<file path="config.mk">
export PLATFORM = sky130hd
export DESIGN_NAME = chess_clock_nplayer
export DESIGN_NICKNAME = d
export VERILOG_FILES = /design/src/rtl/chess_clock_nplayer.sv
export SDC_FILE = /design/constraint.sdc
export NUM_CORES = 1
export LEC_CHECK = 0
export BUFFER_PORTS_ARGS = -buffer_cell sky130_fd_sc_hd__buf_2
export CAP_MARGIN = 40
export CORE_MARGIN = 2
export CORE_UTILIZATION = 30
export CTS_CLUSTER_DIAMETER = 40
export DETAILED_ROUTE_END_ITERATION = 12
export GPL_ROUTABILITY_DRIVEN = 1
export HOLD_SLACK_MARGIN = 0.15
export PLACE_DENSITY = 0.52
export SLEW_MARGIN = 20
export SYNTH_ARGS = -nofsm -noshare
export SYNTH_HDL_FRONTEND = slang
export SYNTH_SLANG_ARGS = --single-unit
</file>
<file path="constraint.sdc">
create_clock -name i_clk -period 2.4 [get_ports i_clk]
set_input_delay 0.12 -clock i_clk [delete_from_list [all_inputs] [get_ports i_clk]]
set_output_delay 0.12 -clock i_clk [all_outputs]
set_load 0.05 [all_outputs]
</file>
<file path="src/rtl/chess_clock_nplayer.sv">
// rtl/chess_clock_nplayer.sv - N-player chess clock core; optional per-move bonus under CHESS_CLOCK_BONUS_EN
module chess_clock_nplayer #(
    parameter int N_PLAYERS  = 2,
    parameter int TIME_W     = 10,
    parameter int START_TIME = 10,
    parameter int INCREMENT  = 0
) (
    input  logic                          i_clk,
    input  logic                          i_reset,
    input  logic                          i_tick,
    input  logic [N_PLAYERS-1:0]          i_press,
    input  logic                          i_pause,
    output logic [1:0]                    o_state,
    output logic [2:0]                    o_active,
    output logic [N_PLAYERS*TIME_W-1:0]   o_time,
    output logic [N_PLAYERS-1:0]          o_flag
);

    localparam logic [1:0] S_IDLE    = 2'b00;
    localparam logic [1:0] S_RUN     = 2'b01;
    localparam logic [1:0] S_PAUSE   = 2'b10;
    localparam logic [1:0] S_TIMEOUT = 2'b11;

    localparam logic [TIME_W-1:0] START_V = TIME_W'(START_TIME);
    localparam logic [2:0]        LAST    = 3'(N_PLAYERS - 1);

    logic [1:0]              state;
    logic [2:0]              active;
    logic [N_PLAYERS-1:0]    flag;
    logic [TIME_W-1:0]       cnt [N_PLAYERS];
    logic [N_PLAYERS-1:0]    press_q;
    logic                    pause_q;

    logic [N_PLAYERS-1:0]    press_edge;
    logic                    pause_edge;
    logic                    act_pressed;
    logic [TIME_W-1:0]       cur;
    logic [TIME_W-1:0]       dec;
    logic [TIME_W-1:0]       after_tick;
    logic [TIME_W-1:0]       moved;
    logic                    timeout_hit;
    logic [2:0]              next_active;
    logic [2:0]              first_k;
    logic [2:0]              idle_active;
    logic [N_PLAYERS-1:0]    flag_next;

    // Edge detection, active-counter selection and the next counter value for the running player
    always_comb begin
        press_edge  = i_press & ~press_q;
        pause_edge  = i_pause & ~pause_q;
        cur         = '0;
        act_pressed = 1'b0;
        flag_next   = '0;
        first_k     = '0;
        for (int k = 0; k < N_PLAYERS; k++) begin
            if (3'(k) == active) begin
                cur          = cnt[k];
                act_pressed  = press_edge[k];
                flag_next[k] = 1'b1;
            end
        end
        // Descending scan so the lowest simultaneous presser wins
        for (int k = N_PLAYERS - 1; k >= 0; k--) begin
            if (press_edge[k]) first_k = 3'(k);
        end
        next_active = (active == LAST) ? 3'd0 : active + 3'd1;
        idle_active = (first_k == LAST) ? 3'd0 : first_k + 3'd1;
        dec         = (cur != '0) ? cur - 1'b1 : cur;
        after_tick  = i_tick ? dec : cur;
        timeout_hit = i_tick && (dec == '0);
    end

`ifdef CHESS_CLOCK_BONUS_EN
    logic [TIME_W:0] bonus_sum;
    // Saturating bonus applied to the mover's post-tick time
    always_comb begin
        bonus_sum = {1'b0, after_tick} + (TIME_W + 1)'(INCREMENT);
        moved     = bonus_sum[TIME_W] ? {TIME_W{1'b1}} : bonus_sum[TIME_W-1:0];
    end
`else
    // Without the bonus a press only hands the turn over
    always_comb begin
        moved = after_tick;
    end
`endif

    // Main state machine and counter updates
    always_ff @(posedge i_clk) begin
        if (!i_reset) begin
            state   <= S_IDLE;
            active  <= 3'd0;
            flag    <= '0;
            press_q <= '0;
            pause_q <= 1'b0;
            for (int k = 0; k < N_PLAYERS; k++) cnt[k] <= START_V;
        end else begin
            press_q <= i_press;
            pause_q <= i_pause;
            case (state)
                S_IDLE: begin
                    if (|press_edge) begin
                        state  <= S_RUN;
                        active <= idle_active;
                    end
                end
                S_RUN: begin
                    for (int k = 0; k < N_PLAYERS; k++) begin
                        if (3'(k) == active) begin
                            if (timeout_hit)      cnt[k] <= '0;
                            else if (pause_edge)  cnt[k] <= after_tick;
                            else if (act_pressed) cnt[k] <= moved;
                            else                  cnt[k] <= after_tick;
                        end
                    end
                    if (timeout_hit) begin
                        state <= S_TIMEOUT;
                        flag  <= flag_next;
                    end else if (pause_edge) begin
                        state <= S_PAUSE;
                    end else if (act_pressed) begin
                        active <= next_active;
                    end
                end
                S_PAUSE: begin
                    if (pause_edge) state <= S_RUN;
                end
                default: begin
                end
            endcase
        end
    end

    // Pack the per-player counters onto the output bus
    always_comb begin
        o_time = '0;
        for (int k = 0; k < N_PLAYERS; k++) o_time[k*TIME_W +: TIME_W] = cnt[k];
    end

    assign o_state  = state;
    assign o_active = active;
    assign o_flag   = flag;

endmodule

</file>
==> results of run 1 <==
layer usage:
layer	vias to the layer above	global-route usage	wire length [um]
met1	810	0.212	2570
met4	0	0.0462	73
met3	5	0.0320	229
li1	844	-	-
met2	31	0.218	2500
met5	-	0	0
logic make-up after synthesis:
| kind of cell | after synthesis | synth area share |
|---|---|---|
| AND/OR/NAND/NOR | 77 | 0.265 |
| XOR/XNOR | 7 | 0.0291 |
| flip-flops | 30 | 0.380 |
| AO/OA/AOI/OAI | 33 | 0.148 |
| buffers and inverters | 16 | 0.0463 |
| multiplexers | 17 | 0.109 |
| adder cells (fa/ha/maj) | 4 | 0.0237 |
how the worst max path moves through the flow:
stage | startpoint | endpoint
final | o_active[0]$_SDFFE_PN0P_ | cnt[1][3]$_DFFE_PP_
after global routing | o_active[0]$_SDFFE_PN0P_ | cnt[1][3]$_DFFE_PP_
after CTS | o_active[0]$_SDFFE_PN0P_ | cnt[1][3]$_DFFE_PP_
after detailed placement | o_active[0]$_SDFFE_PN0P_ | cnt[0][6]$_SDFFCE_PN0P_
after global placement | o_active[0]$_SDFFE_PN0P_ | cnt[1][1]$_DFFE_PP_
after floorplan | o_active[0]$_SDFFE_PN0P_ | cnt[0][8]$_SDFFCE_PN0P_
what timing repair did:
action                     4_1_cts  5_1_grt
gates resized for setup          2       16
pin swaps                        0        1
setup endpoints to repair       21       13
hold endpoints to repair         3        0
setup buffers                    6        0
hold buffers                     3        0
worst reg2reg max path, stage by stage, from the launching register on:
cell     delay, ps
dfxtp_4        370
buf_12         140
buf_6          120
mux2_4         310
nand2_4         80
ha_4           180
inv_4           60
o41ai_4        290
buf_4          200
nor3_4          50
xnor2_1        120
o31ai_1        250
area by class of cell:
class                           instances  area (um2)  share of cell area
Clock inverter                          1        5.00             0.00169
Inverter                                6        25.0             0.00844
Tap cell                               96         120              0.0405
Timing Repair Buffer                   73         549               0.185
Clock buffer                            7        86.3              0.0291
Sequential cell                        30         807               0.272
Multi-Input combinational cell        138        1370               0.463
power breakdown:
group,internal (uW),total (uW),switching (uW)
registers,648,722,73.7
logic,686,1650,964
clock network,231,426,195
layout by cell type, fill, tap and decap left out, drive strengths merged, types with 6 or more instances in the layout:
master	netlist	layout
nor4	14	14
nor2	16	16
dfxtp	10	10
a21oi	7	7
mux2i	15	15
nor3	13	13
o21ai	7	7
clkbuf	5	7
xnor2	6	6
nand2	6	6
buf	5	70
nand3	8	8
inv	6	6
edfxtp	20	20
through the flow:
stage	hold slack [ps]	setup WS, ps	power [uW]
global placement	339	-105	2130
finish	210	70.0	2800
CTS	203	45.6	2710
global route	224	-6.78	2960
floorplan	242	-15.2	1790
detailed placement	344	-58.7	2140
sequential cells by signal, indices dropped and copies added, names as in the netlist:
register  count
press_q       2
o_flag        2
o_active      3
o_state       2
pause_q       1
cnt          20
==> impl_results.md, run 1 <==
- Worst hold path endpoint: o_state[1]$_SDFFE_PN0P_
- Worst reg-to-reg setup slack: 70 ps
- Final setup TNS: 0 ps
- Crit Path Category: reg2reg
- Total Wirelength: 5370 um
- Die Y: 87.9 um
- RSZ-0062 raised after global routing: true
- Final setup vio count: 0
- Hold WC Path Type: in2reg
- Slew Limit Fails: 0
- Initial core utilization: 0.310
- CTS tree: done
- Status: complete, no violations
- Worst-Margin Slew: 590 ps
- Avg WL per Cell: 15.3 um
- CP max stage cell: dfxtp_4
- Post-synth EDFFs: 20
- Post-DP HPWL: 3790 um
- Max stage delay on crit path: 370 ps
- Crit share post-route: 0.971
- Net total in the final layout: 264
- GRT Util Overall: 0.147
- Placer Congestion: 0.831
- Final hold vios: 0
- Relative slew margins: 0.606
- Layout Area Growth over Synthesis: 40.6%
- Most frequent cell after synthesis: edfxtp_1
- Mapped Cells: 184
- Synth Flop Type: edfxtp_1
- Most frequent cells after synthesis: edfxtp_1 (20), nor2_1 (14), dfxtp_1 (10), nor3_2 (10)
- Detailed Route Iter0 Violations: 68
- Filler instances: 642
- Worst EP arrival: 2420 ps
- Largest net degree at the start of global routing: 19
- Via count: 1690
- Max-cap viol count: 0
- Crit-path max FO: 6
- R2R depth: 11
- R2R Path Start: o_active[0]$_SDFFE_PN0P_
- FF-to-FF End: cnt[1][3]$_DFFE_PP_
- Syn nets: 194
- Worst-Skew Late Latency: 280 ps
- CTS Buffer Depth: 2
- CP startpoint kind: register
- Core ar.: 0.00679 mm2
- Cells after DPL: 334
- Hold path depth: 2
- Async SR Flop Fraction: 0
- Die width: 87.9 um
- Worst Setup End Kind: register
- Number of global-route vias before repair: 1617
- Crit path depth: 11
- Pwr Density: 944 mW/mm2
- Synthesized flop and latch total: 30
- Vias per cell: 4.81
- CP Cell Sequence: buf_12 > buf_6 > mux2_4 > nand2_4 > ha_4 > inv_4 > o41ai_4 > buf_4 > nor3_4 > xnor2_1 > o31ai_1
- Most area-consuming cells after synthesis: edfxtp_1 (28%), dfxtp_1 (9.5%), nor3_2 (4.7%)
- Port buffer count: 32
- Yosys cell types: 55
- Peak VDD IR: 0.307 mV
- Post-placement cell area: 0.00265 mm2
- Fin util: 0.436
- Global-route wire length before repair: 8510 um
- Global route overflow: 0
- Avg Synthesized Cell Area: 11.5 um2
- WP data required: 2490 ps
- Final min period: 2330 ps
- Fmax: 429 MHz
- Reg clk slew, reported paths: 70 ps
- CTS buffer count: 5
- Buf/Inv on CP: 4
- Final Skew: 8.75 ps
- Pleak: 0.00114 uW
- Die Area: 0.00772 mm2
- Mapped Area: 0.00211 mm2
- H-tree Lvls: 2
- Fin area: 0.00297 mm2
- # IOs: 33
- Antenna cell count: 0
- Final instance count without filler cells: 351
- Top cell type's share of synthesized area: 0.285
- Drt pass-1 iters: 4
- Hold Crit Start: i_reset
- Register area share after synthesis: 0.380
- Rows: 30
- ANT nets after route: 0
- Initial antenna violation count: 0
- Worst path top cell family by delay: compound AO/OA/AOI/OAI gates
- Layout cells sized above 1: 0.529
- CTS sink cnt: 30
- Synth warn: 0
- CTS root buffer: clkbuf_8
- DRC viols: 0
- Area leader, netlist: edfxtp_1
(Power assumes the default switching activity.)
==> inputs of run 2 (changes only) <==
--- a/config.mk
+++ b/config.mk
@@ -13,7 +13,7 @@
 export DETAILED_ROUTE_END_ITERATION = 12
 export GPL_ROUTABILITY_DRIVEN = 1
 export HOLD_SLACK_MARGIN = 0.15
-export PLACE_DENSITY = 0.52
+export PLACE_DENSITY = 0.51
 export SLEW_MARGIN = 20
 export SYNTH_ARGS = -nofsm -noshare
 export SYNTH_HDL_FRONTEND = slang
==> constraint.sdc (replaced) <==
create_clock -name i_clk -period 2.43 [get_ports i_clk]
set_input_delay 0.1215 -clock i_clk [delete_from_list [all_inputs] [get_ports i_clk]]
set_output_delay 0.1215 -clock i_clk [all_outputs]
set_load 0.05 [all_outputs]
==> run 2 against run 1 <==
  * Core utilization fell by 0.46 points
  * Die area stayed put
  * Cell count is the same
  * Combinational power is 4% lower
  * Global-route usage decreased by 0.087 points
  * Worst hold slack better by 10 ps
  * First-iteration DRC count up 15%
  * Highest routed layer unchanged
  * Clock skew decreased by 5.0 ps
  * Non-clock buffer count is the same
==> impl_results.md, run 2 (synthesis results as in run 1) <==
- Status: complete, no violations
- Hold Crit Start: i_reset
- Final setup TNS: 0 ps
- CTS buffer count: 5
- Final min period: 2410 ps
- Die Y: 87.9 um
- Buf/Inv on CP: 4
- Total Wirelength: 5280 um
- CP startpoint kind: register
- Worst hold path endpoint: o_state[1]$_SDFFE_PN0P_
- ANT nets after route: 0
- Port buffer count: 32
- Vias per cell: 4.83
- Die width: 87.9 um
- Final Skew: 3.72 ps
- CTS Buffer Depth: 2
- CTS root buffer: clkbuf_8
- Slew Limit Fails: 0
- Via count: 1697
- R2R depth: 11
- Max stage delay on crit path: 380 ps
- CTS tree: done
- Global route overflow: 0
- Worst reg-to-reg setup slack: 20 ps
- Hold path depth: 2
- Layout cells sized above 1: 0.525
- Avg WL per Cell: 15.0 um
- Worst-Margin Slew: 547 ps
- Placer Congestion: 0.814
- Worst EP arrival: 2440 ps
- CP max stage cell: o41ai_4
- Global-route wire length before repair: 8450 um
- CP Cell Sequence: buf_12 > buf_6 > mux2_4 > nand2_4 > ha_4 > inv_4 > o41ai_4 > buf_4 > nor3_4 > nor4_2 > nor3_1
- Max-cap viol count: 0
- Largest net degree at the start of global routing: 19
- H-tree Lvls: 2
- Rows: 30
- DRC viols: 0
- Crit-path max FO: 4
- FF-to-FF End: cnt[0][3]$_SDFFCE_PN1P_
- Peak VDD IR: 0.258 mV
- Worst path top cell family by delay: buffers and inverters
- Filler instances: 680
- DP Worst Slack: -97.4 ps
- Post-DP HPWL: 3710 um
- R2R Path Start: o_active[0]$_SDFFE_PN0P_
- Relative slew margins: 0.635
- RSZ-0062 raised after global routing: true
- Initial core utilization: 0.310
- Most frequent cells in the layout: buf_2 (32), buf_4 (32), edfxtp_1 (20)
- Worst setup margin: 21.8 ps
- Pwr Density: 917 mW/mm2
- WP data required: 2460 ps
- Crit share post-route: 0.991
- Fmax: 415 MHz
- Core ar.: 0.00679 mm2
- Worst-Skew Late Latency: 280 ps
- Net total in the final layout: 264
- Crit Path Category: reg2reg
- Hold WC Path Type: in2reg
- GRT Util Overall: 0.146
- Initial antenna violation count: 0
- Number of global-route vias before repair: 1683
- Detailed Route Iter0 Violations: 78
- Largest register FFs: 20
- Most flops, register: cnt
- Final hold vios: 0
- Layout Area Growth over Synthesis: 39.1%
- CTS sink cnt: 30
- Antenna cell count: 0
- Worst Setup End Kind: register
- Final setup vio count: 0
- Reg clk slew, reported paths: 60 ps
- # IOs: 33
- Pleak: 0.00113 uW
- Die Area: 0.00772 mm2
- Drt pass-1 iters: 4
-- run 2: through the flow --
| stage | cells | hold slack, ps | util | total power, uW | instance area (um2) |
|---|---|---|---|---|---|
| 3_5_place_dp | 327 | 343 | 0.381 | 2060 | 2590 |
| 5_1_grt | 351 | 232 | 0.432 | 2840 | 2930 |
| 6_report | 351 | 220 | 0.432 | 2690 | 2930 |
| 2_1_floorplan | 184 | 243 | - | 1760 | 2170 |
| 4_1_cts | 344 | 217 | 0.410 | 2600 | 2790 |
| 3_3_place_gp | 327 | 341 | 0.381 | 2060 | 2590 |
-- run 2: cell type report --
class | instances | area (um2) | area share
multi-input combinational | 138 | 1370 | 0.467
sequential | 30 | 807 | 0.275
timing repair buffer | 73 | 533 | 0.182
tap | 96 | 120 | 0.0409
clock buffer | 8 | 80.1 | 0.0273
inverter | 6 | 25.0 | 0.00853
-- run 2: metal layers --
| metal | wire, um | up-vias | share of wire | track usage |
|---|---|---|---|---|
| met3 | 190 | 6 | 0.036 | 0.0236 |
| met4 | 80 | 0 | 0.015 | 0.0545 |
| met2 | 2470 | 28 | 0.47 | 0.226 |
| met1 | 2540 | 823 | 0.48 | 0.205 |
| li1 | - | 840 | - | - |
| met5 | 0 | - | 0 | 0 |
-- run 2: report_power, final --
group	total (uW)	internal, uW	leakage [uW]	switching (uW)
Clock	389	203	0.0000395	186
Combinational	1590	648	0.000811	946
Sequential	707	640	0.000281	66.9
-- run 2: timing repair --
action,in CTS,in global routing
gates resized for setup,5,15
hold buffers,3,0
setup endpoints to repair,20,7
pin swaps,0,7
buffers inserted,6,7
endpoints found under the hold margin,3,0
-- run 2: worst max path at each step --
stage,startpoint,to,slack [ps],cells past startpoint
final,o_active[0]$_SDFFE_PN0P_,cnt[0][3]$_SDFFCE_PN1P_,20,11
after CTS,o_active[0]$_SDFFE_PN0P_,cnt[1][1]$_DFFE_PP_,70,9
after global placement,o_active[0]$_SDFFE_PN0P_,cnt[1][9]$_SDFFCE_PP0P_,-40,6
after detailed placement,o_active[0]$_SDFFE_PN0P_,cnt[1][9]$_SDFFCE_PP0P_,-100,6
after global routing,o_active[0]$_SDFFE_PN0P_,cnt[0][3]$_SDFFCE_PN1P_,-80,11
after floorplan,o_active[0]$_SDFFE_PN0P_,cnt[0][8]$_SDFFCE_PN0P_,5,11
